## config.mk

```make
export PLATFORM = sky130hd
export DESIGN_NAME = p2_dac_packer
export DESIGN_NICKNAME = d
export VERILOG_FILES = /design/src/rtl/p2_dac_packer.sv
export SDC_FILE = /design/constraint.sdc
export NUM_CORES = 1
export LEC_CHECK = 0
export ABC_AREA = 1
export BUFFER_PORTS_ARGS = -buffer_cell sky130_fd_sc_hd__buf_2
export CORE_MARGIN = 1.5
export CORE_UTILIZATION = 54
export DETAILED_ROUTE_END_ITERATION = 8
export PLACE_DENSITY = 0.73
export SETUP_SLACK_MARGIN = 0.5
export SYNTH_ARGS = -nofsm -noshare
export SYNTH_HDL_FRONTEND = slang
export SYNTH_SLANG_ARGS = --single-unit
```

## constraint.sdc

```tcl
create_clock -name clk -period 2.18 [get_ports clk]
set_input_delay 0.218 -clock clk [delete_from_list [all_inputs] [get_ports clk]]
set_output_delay 0.218 -clock clk [all_outputs]
set_load 0.02 [all_outputs]
```

## src/rtl/p2_dac_packer.sv

```systemverilog
// Sign-magnitude sample-pair to offset-binary packer feeding a show-ahead FIFO toward a DAC.
// Latency: pair accepted at edge N appears on out_word after edge N+1 when the FIFO is empty.
// Backpressure: none upstream; when the FIFO is full and not being read, the staged word is dropped and overflow is set.
//
// Ports:
//   clk, resetn                 - sole clock, asynchronous active-low reset
//   in_valid, in_val_0/1        - sample pair input (sign-magnitude, bit7 = sign)
//   out_ready, out_valid        - valid/ready handshake on the packed output
//   out_word                    - {conv(in_val_0), conv(in_val_1)} in offset binary
//   fifo_count                  - number of words held in the FIFO
//   overflow, clr_overflow      - sticky drop flag and its synchronous clear
module p2_dac_packer #(
  parameter int FIFO_DEPTH = 8
) (
  input  logic                          clk,
  input  logic                          resetn,
  input  logic                          in_valid,
  input  logic [7:0]                    in_val_0,
  input  logic [7:0]                    in_val_1,
  input  logic                          out_ready,
  output logic                          out_valid,
  output logic [15:0]                   out_word,
  output logic [$clog2(FIFO_DEPTH):0]   fifo_count,
  output logic                          overflow,
  input  logic                          clr_overflow
);

  localparam int PTR_W = $clog2(FIFO_DEPTH);
  localparam logic [PTR_W:0] DEPTH_C = (PTR_W + 1)'(FIFO_DEPTH);

  // Sign-magnitude to offset binary: 128 + m for positive, 128 - m for negative.
  // Negative zero collapses onto the same code as positive zero (0x80).
  function automatic logic [7:0] sm_to_ob(input logic [7:0] v);
    logic [7:0] mag;
    mag = {1'b0, v[6:0]};
    if (v[7]) begin
      return 8'h80 - mag;
    end
    return 8'h80 + mag;
  endfunction

  logic              stage_valid_q, stage_valid_d;
  logic [15:0]       stage_word_q;
  logic [PTR_W-1:0]  wr_ptr_q, wr_ptr_d;
  logic [PTR_W-1:0]  rd_ptr_q, rd_ptr_d;
  logic [PTR_W:0]    count_q, count_d;
  logic              overflow_q, overflow_d;
  logic [15:0]       mem_q [FIFO_DEPTH];

  logic full;
  logic do_rd;
  logic do_wr;
  logic drop;

  assign out_valid  = (count_q != '0);
  assign out_word   = mem_q[rd_ptr_q];
  assign fifo_count = count_q;
  assign overflow   = overflow_q;

  assign full  = (count_q == DEPTH_C);
  assign do_rd = out_valid && out_ready;
  // When full, a concurrent read frees the slot at wr_ptr (== rd_ptr), so the
  // write may land in the same slot being read out this cycle.
  assign do_wr = stage_valid_q && (!full || do_rd);
  assign drop  = stage_valid_q && full && !do_rd;

  always_comb begin
    stage_valid_d = in_valid;
    wr_ptr_d      = wr_ptr_q;
    rd_ptr_d      = rd_ptr_q;
    count_d       = count_q;
    overflow_d    = overflow_q;

    if (do_wr) begin
      wr_ptr_d = wr_ptr_q + 1'b1;
    end
    if (do_rd) begin
      rd_ptr_d = rd_ptr_q + 1'b1;
    end
    if (do_wr && !do_rd) begin
      count_d = count_q + 1'b1;
    end else if (do_rd && !do_wr) begin
      count_d = count_q - 1'b1;
    end

    // A drop in the same cycle as a clear leaves the flag set.
    if (drop) begin
      overflow_d = 1'b1;
    end else if (clr_overflow) begin
      overflow_d = 1'b0;
    end
  end

  always_ff @(posedge clk or negedge resetn) begin
    if (!resetn) begin
      stage_valid_q <= 1'b0;
      wr_ptr_q      <= '0;
      rd_ptr_q      <= '0;
      count_q       <= '0;
      overflow_q    <= 1'b0;
    end else begin
      stage_valid_q <= stage_valid_d;
      wr_ptr_q      <= wr_ptr_d;
      rd_ptr_q      <= rd_ptr_d;
      count_q       <= count_d;
      overflow_q    <= overflow_d;
    end
  end

  // Data path carries no reset: contents are only observed behind valid flags.
  always_ff @(posedge clk) begin
    if (in_valid) begin
      stage_word_q <= {sm_to_ob(in_val_0), sm_to_ob(in_val_1)};
    end
    if (do_wr) begin
      mem_q[wr_ptr_q] <= stage_word_q;
    end
  end

endmodule

```

Word-level counts from Yosys, hierarchy flattened

Memories as Yosys holds them, arrays and structs flattened.
Index checks and enable logic that the tools add are counted.

Memories: 1
Output and inout port bits: 22
Input bits: 21
Logic and storage cells: 43
Flip-flop bits (word level): 28
Memory bits (writable): 128

Reduce and logical (&&, ||, !) cells: 13
Equality and inequality tests: 1
Add/subtract/negate cells: 8
Muxes and demuxes: 14

Memory list:

| name  | depth | bits a word | rd ports | clocked after Yosys merged registers in | wr ports | RTL line | text |
|---|---|---|---|---|---|---|---|
| mem_q | 8     | 16          | 1        | 0                                       | 1        | 48       | `logic [15:0] mem_q [FIFO_DEPTH];` |

Operators with widths:

| operator                                         | number |
|---|---|
| 2-to-1 mux 8 bit                                 | 4 |
| adder 8 x 7 -> 8 bit, first input constant       | 2 |
| subtractor 8 x 7 -> 8 bit, first input constant  | 2 |
| 2-to-1 mux 1 bit                                 | 8 |
| 2-to-1 mux 4 bit                                 | 2 |
| adder 3 x 1 -> 3 bit, second input constant      | 2 |
| logical AND 1 bit                                | 6 |
| adder 4 x 1 -> 4 bit, second input constant      | 1 |
| equality test 4 bit, second input constant       | 1 |
| nonzero test 2 bit                               | 2 |
| nonzero test 4 bit                               | 1 |
| subtractor 4 x 1 -> 4 bit, second input constant | 1 |
| zero test 1 bit                                  | 3 |
| logical OR 1 bit                                 | 1 |

Depth between registers and ports, before layout

Depth in word-level cells: 8
Gate-level depth with buffers: 13
Depth with buffers taken out: 13

Worst setup path after synthesis

No wires, ideal clock.

Kind: register -> register
Start point: register count_q[0], in the netlist fifo_count[0]
End point: memory mem_q[5][0], enable pin
Arrival: 2.104 ns
Data required time: 1.771 ns
Setup time: 0.409 ns
Slack: -0.333 ns
Period minus slack after synthesis: 2.513 ns
Buffers on the path: 0
Cell stages (with the launch flop): 5
Path through: dfrtp_1 > nor2_1 > nand4_1 > nand2_1 > nor3_1

Word-level cells in the longest chain between the ends: 6
Elaborated cells on any way between the ends: 8
Classes of those cells: 1 x eq/ne; 2 x mux; 5 x reduce/logical

Ends and longest elaborated chain:

| item                                                             | RTL line | text |
|---|---|---|
| start: declaration                                               | 46       | `logic [PTR_W:0] count_q, count_d;` |
| start signal: assignment                                         | 105      | `count_q <= count_d;` |
| equality test 4 bit / nonzero test 4 bit (equally long branches) | 60, 55   |  |
| zero test 1 bit / logical AND 1 bit (equally long branches)      | 64, 61   |  |
| logical OR 1 bit (*)                                             | 64       | `assign do_wr = stage_valid_q && (!full \|\| do_rd);` |
| logical AND 1 bit (*)                                            | 64       |  |
| 2-to-1 mux 1 bit (*)                                             | 115      | `if (do_wr) begin` |
| 2-to-1 mux 1 bit (implied by the code) (*)                       | 116      | `mem_q[wr_ptr_q] <= stage_word_q;` |
| end: declaration                                                 | 48       |  |

Every way passes the cells marked *; elsewhere a longest branch is shown, timed or not.

Final worst setup path

Start point: register rd_ptr_q[0]
End point: output port out_word[6]

Word-level cells in the longest chain between the ends: 1

Ends and longest elaborated chain:

| item                     | RTL line | text |
|---|---|---|
| start: declaration       | 45       | `logic [PTR_W-1:0] rd_ptr_q, rd_ptr_d;` |
| start signal: assignment | 104      | `rd_ptr_q <= rd_ptr_d;` |
| memory read (8 x 16 bit) | -        |  |
| end: declaration         | 22       | `output logic [15:0] out_word,` |

No other way between the ends.

==> results.md <==
* Number of flops mapped to enable cells by yosys at 144
* Final slew viol count at 0
* Final Critical Period at 2.03 ns
* Via count at 4,697
* Die Span Y at 114 µm
* Die ar. at roughly 0.013 mm²
* Reg-to-reg startpoint: fifo_count[0]
* Unique masters post-synth at 24
* Clk Latency, worst-skew pair at 0.43 ns
* Vias in the first global route at 4,567
* CTS clk-pin slew, worst paths at approximately 0.060 ns
* Register area share after synthesis at 69.9%
* Mapped Nets at 630
* Final Cycle Share at 93.0%
* # rows at 40
* GPL Wtd Cong at slightly above 0.8
* WL/cell at 18.3 µm
* Critical Path Source Type: flop
* Syn Inst Count at 601
* Setup WS post-layout at 0.152 ns
* Max-cap violations at 0
* Post-synth top flop: edfxtp_1
* Share of cells above drive strength 1 at approximately 24%
* Pwr Density at 1440 mW/mm²
* Ant diodes at 0
* Commonest cells in the netlist: nand2_1 (229), edfxtp_1 (144), nor2_1 (41), o21ai_0 (41)
* Asr flop ratio synth at 7.69%
* Synth top area share at between 60% and 70%
* Min-delay src: in_val_0[6]
* Setup crit start: rd_ptr_q[0]
* Final setup TNS at 0 ns
* Setup crit end kind: output port
* Largest net degree at the start of global routing at 35
* Worst slack at placement at between 0.15 and 0.2 ns
* CTS tree: yes
* Setup slack, reg-to-reg at 0.34 ns
* Yosys warning total at 0
* Synthesis-to-finish area growth at 28.3%
* Reg2reg path depth at 12
* Clock buffer count from CTS at 17
* Clock Tree Root: clkbuf_16
* H-tree depth at 4
* RSZ-0062 raised after global routing: yes
* Mean Syn Cell Area at around 11 µm²
* Final Hold Viols at 0
* Relative slew slack at 55.6%
* Register bit total from synthesis at approximately 160
* Clock tree sinks at between 150 and 200
* CP required at between 1.5 and 2 ns
* Fillers at 811
* Final setup fails at 0
* WP data arrival at 1.81 ns
* Status: completed
* Tightest Hold Check Type: input pin to flop
* Fmax at 493 MHz
* Via/cell ratio at 5.55
* DRT Wirelength at 15,500 µm
* Finished Core Util at 70.9%
* Clk_skew at just under 0.009 ns
* Crit path kind: flop to output port
* TritonRoute pass-1 iters at 6
* Post-Syn Area at roughly 0.0066 mm²
* GRT overflow at 0
* Num ports at 43
* Initial antenna violation count at 0
* Peak supply drop at about 0.68 mV
* Max clock buf depth at 2
* Total power at 12.2 mW
* Leading area contributor after synthesis: edfxtp_1
* Hold Path Depth at 3
* Critical path fanouts, max at 8
* Starting DRT DRC Count at between 400 and 500
* DRC Markers at 0
* Total GRT Usage at 24.7%
* Count leader, synth: nand2_1
* Nets at 715
* Post-DP HPWL at 8220 µm
* Leakage at 3.41 nW
* Placeable core region at 0.0120 mm²
* Starting density of the core at 55.3%
* Top post-synthesis cells by area: edfxtp_1 (65%), nand2_1 (13%), dfrtp_1 (4.5%)
* # port buffers at 42
* ANT nets after route at 0
* Tightest Pin Transition at between 0.6 and 0.7 ns
* Die width at 114 µm
* Global-route wire length before repair at 23,600 µm
## metal layers
metal / routed length (µm) / part of all wire (%) / global-route usage (%)
met5: 0 / 0 / 0
met4: 255 / 1.6 / 9.92
met3: 1240 / 8.0 / 5.10
met2: 7870 / 51 / 41.8
met1: 6150 / 40 / 31.5
## power by group
group / switching, mW / leakage, nW / internal [mW]
clock network: 1.14 / 0.261 / 1.68
logic: 3.03 / 1.69 / 2.30
registers: 0.266 / 1.46 / 3.77
total: 4.43 / 3.41 / 7.75
## metrics by stage
| step | cell area [µm²] | instances | hold slack (ns) |
|---|---|---|---|
| after global routing | 8480 | 846 | 0.0700 |
| after global placement | 7120 | 781 | 0.114 |
| after detailed placement | 7120 | 781 | 0.116 |
| final | 8480 | 846 | 0.0738 |
| after floorplan | 6720 | 601 | -0.0776 |
| after CTS | 8260 | 838 | 0.0589 |
## kinds of logic (layout without fill, tap and decap cells)
family	Yosys count	after routing	share of synthesized area (%)
adder cells (fa/ha/maj)	8	8	1.63
XOR/XNOR	11	11	1.46
flip-flops	156	156	69.9
buffers and inverters	58	156	4.18
AND/OR/NAND/NOR	296	296	17.4
AO/OA/AOI/OAI	72	72	5.45
## path summary, 6_finish.rpt
| kind | to |
|---|---|
| worst max-delay path | out_word[6] |
| worst max register to register | fifo_count[3] |
| worst min-delay path | stage_word_q[14] |
| max in group asynchronous | rd_ptr_q[0] |
| min in group asynchronous | fifo_count[2] |
| worst min register to register | wr_ptr_q[0] |
## state kept, by name, indices dropped and copies added (netlist names)
name           flops
fifo_count         4
mem_q            128
stage_valid_q      1
overflow           1
rd_ptr_q           3
wr_ptr_q           3
stage_word_q      16
## critical path: stages (launching register included)
cell and delay (ns):
dfrtp_2 0.48, inv_8 0.14, buf_12 0.13, buf_16 0.12, nor2_1 0.04, o21ai_1 0.14
nand2_1 0.10, nand2_2 0.11, buf_6 0.12
## final cells by class
type,instances,area (µm²),area share [%]
Multi-Input combinational cell,387,1970,23.2
Clock inverter,11,121,1.43
Sequential cell,156,4630,54.6
Tap cell,147,184,2.17
Clock buffer,21,440,5.19
Timing Repair Buffer,92,1010,11.9
Inverter,32,135,1.59
## cell usage in the layout (no fill, tap or decap), types with 9 or more instances in the layout
cell type and instances:
nand2_1 216, edfxtp_1 144, o21ai_1 40, inv_1 28
nor2_1 26, buf_6 26, buf_2 26, o21ai_0 22
clkbuf_16 18, buf_4 18, nand3_1 15, nand2_2 12
nor2_4 9, o21ai_2 9
## what timing repair did
action / CTS / global route
buffers inserted: 14 / 6
gates resized for setup: 86 / 40
setup endpoints to repair: 124 / 143
pin swaps: 28 / 13
hold buffers: 4 / 0
hold endpoints to repair: 15 / 0
cloned: 7 / 2
(Power assumes the default switching activity.)
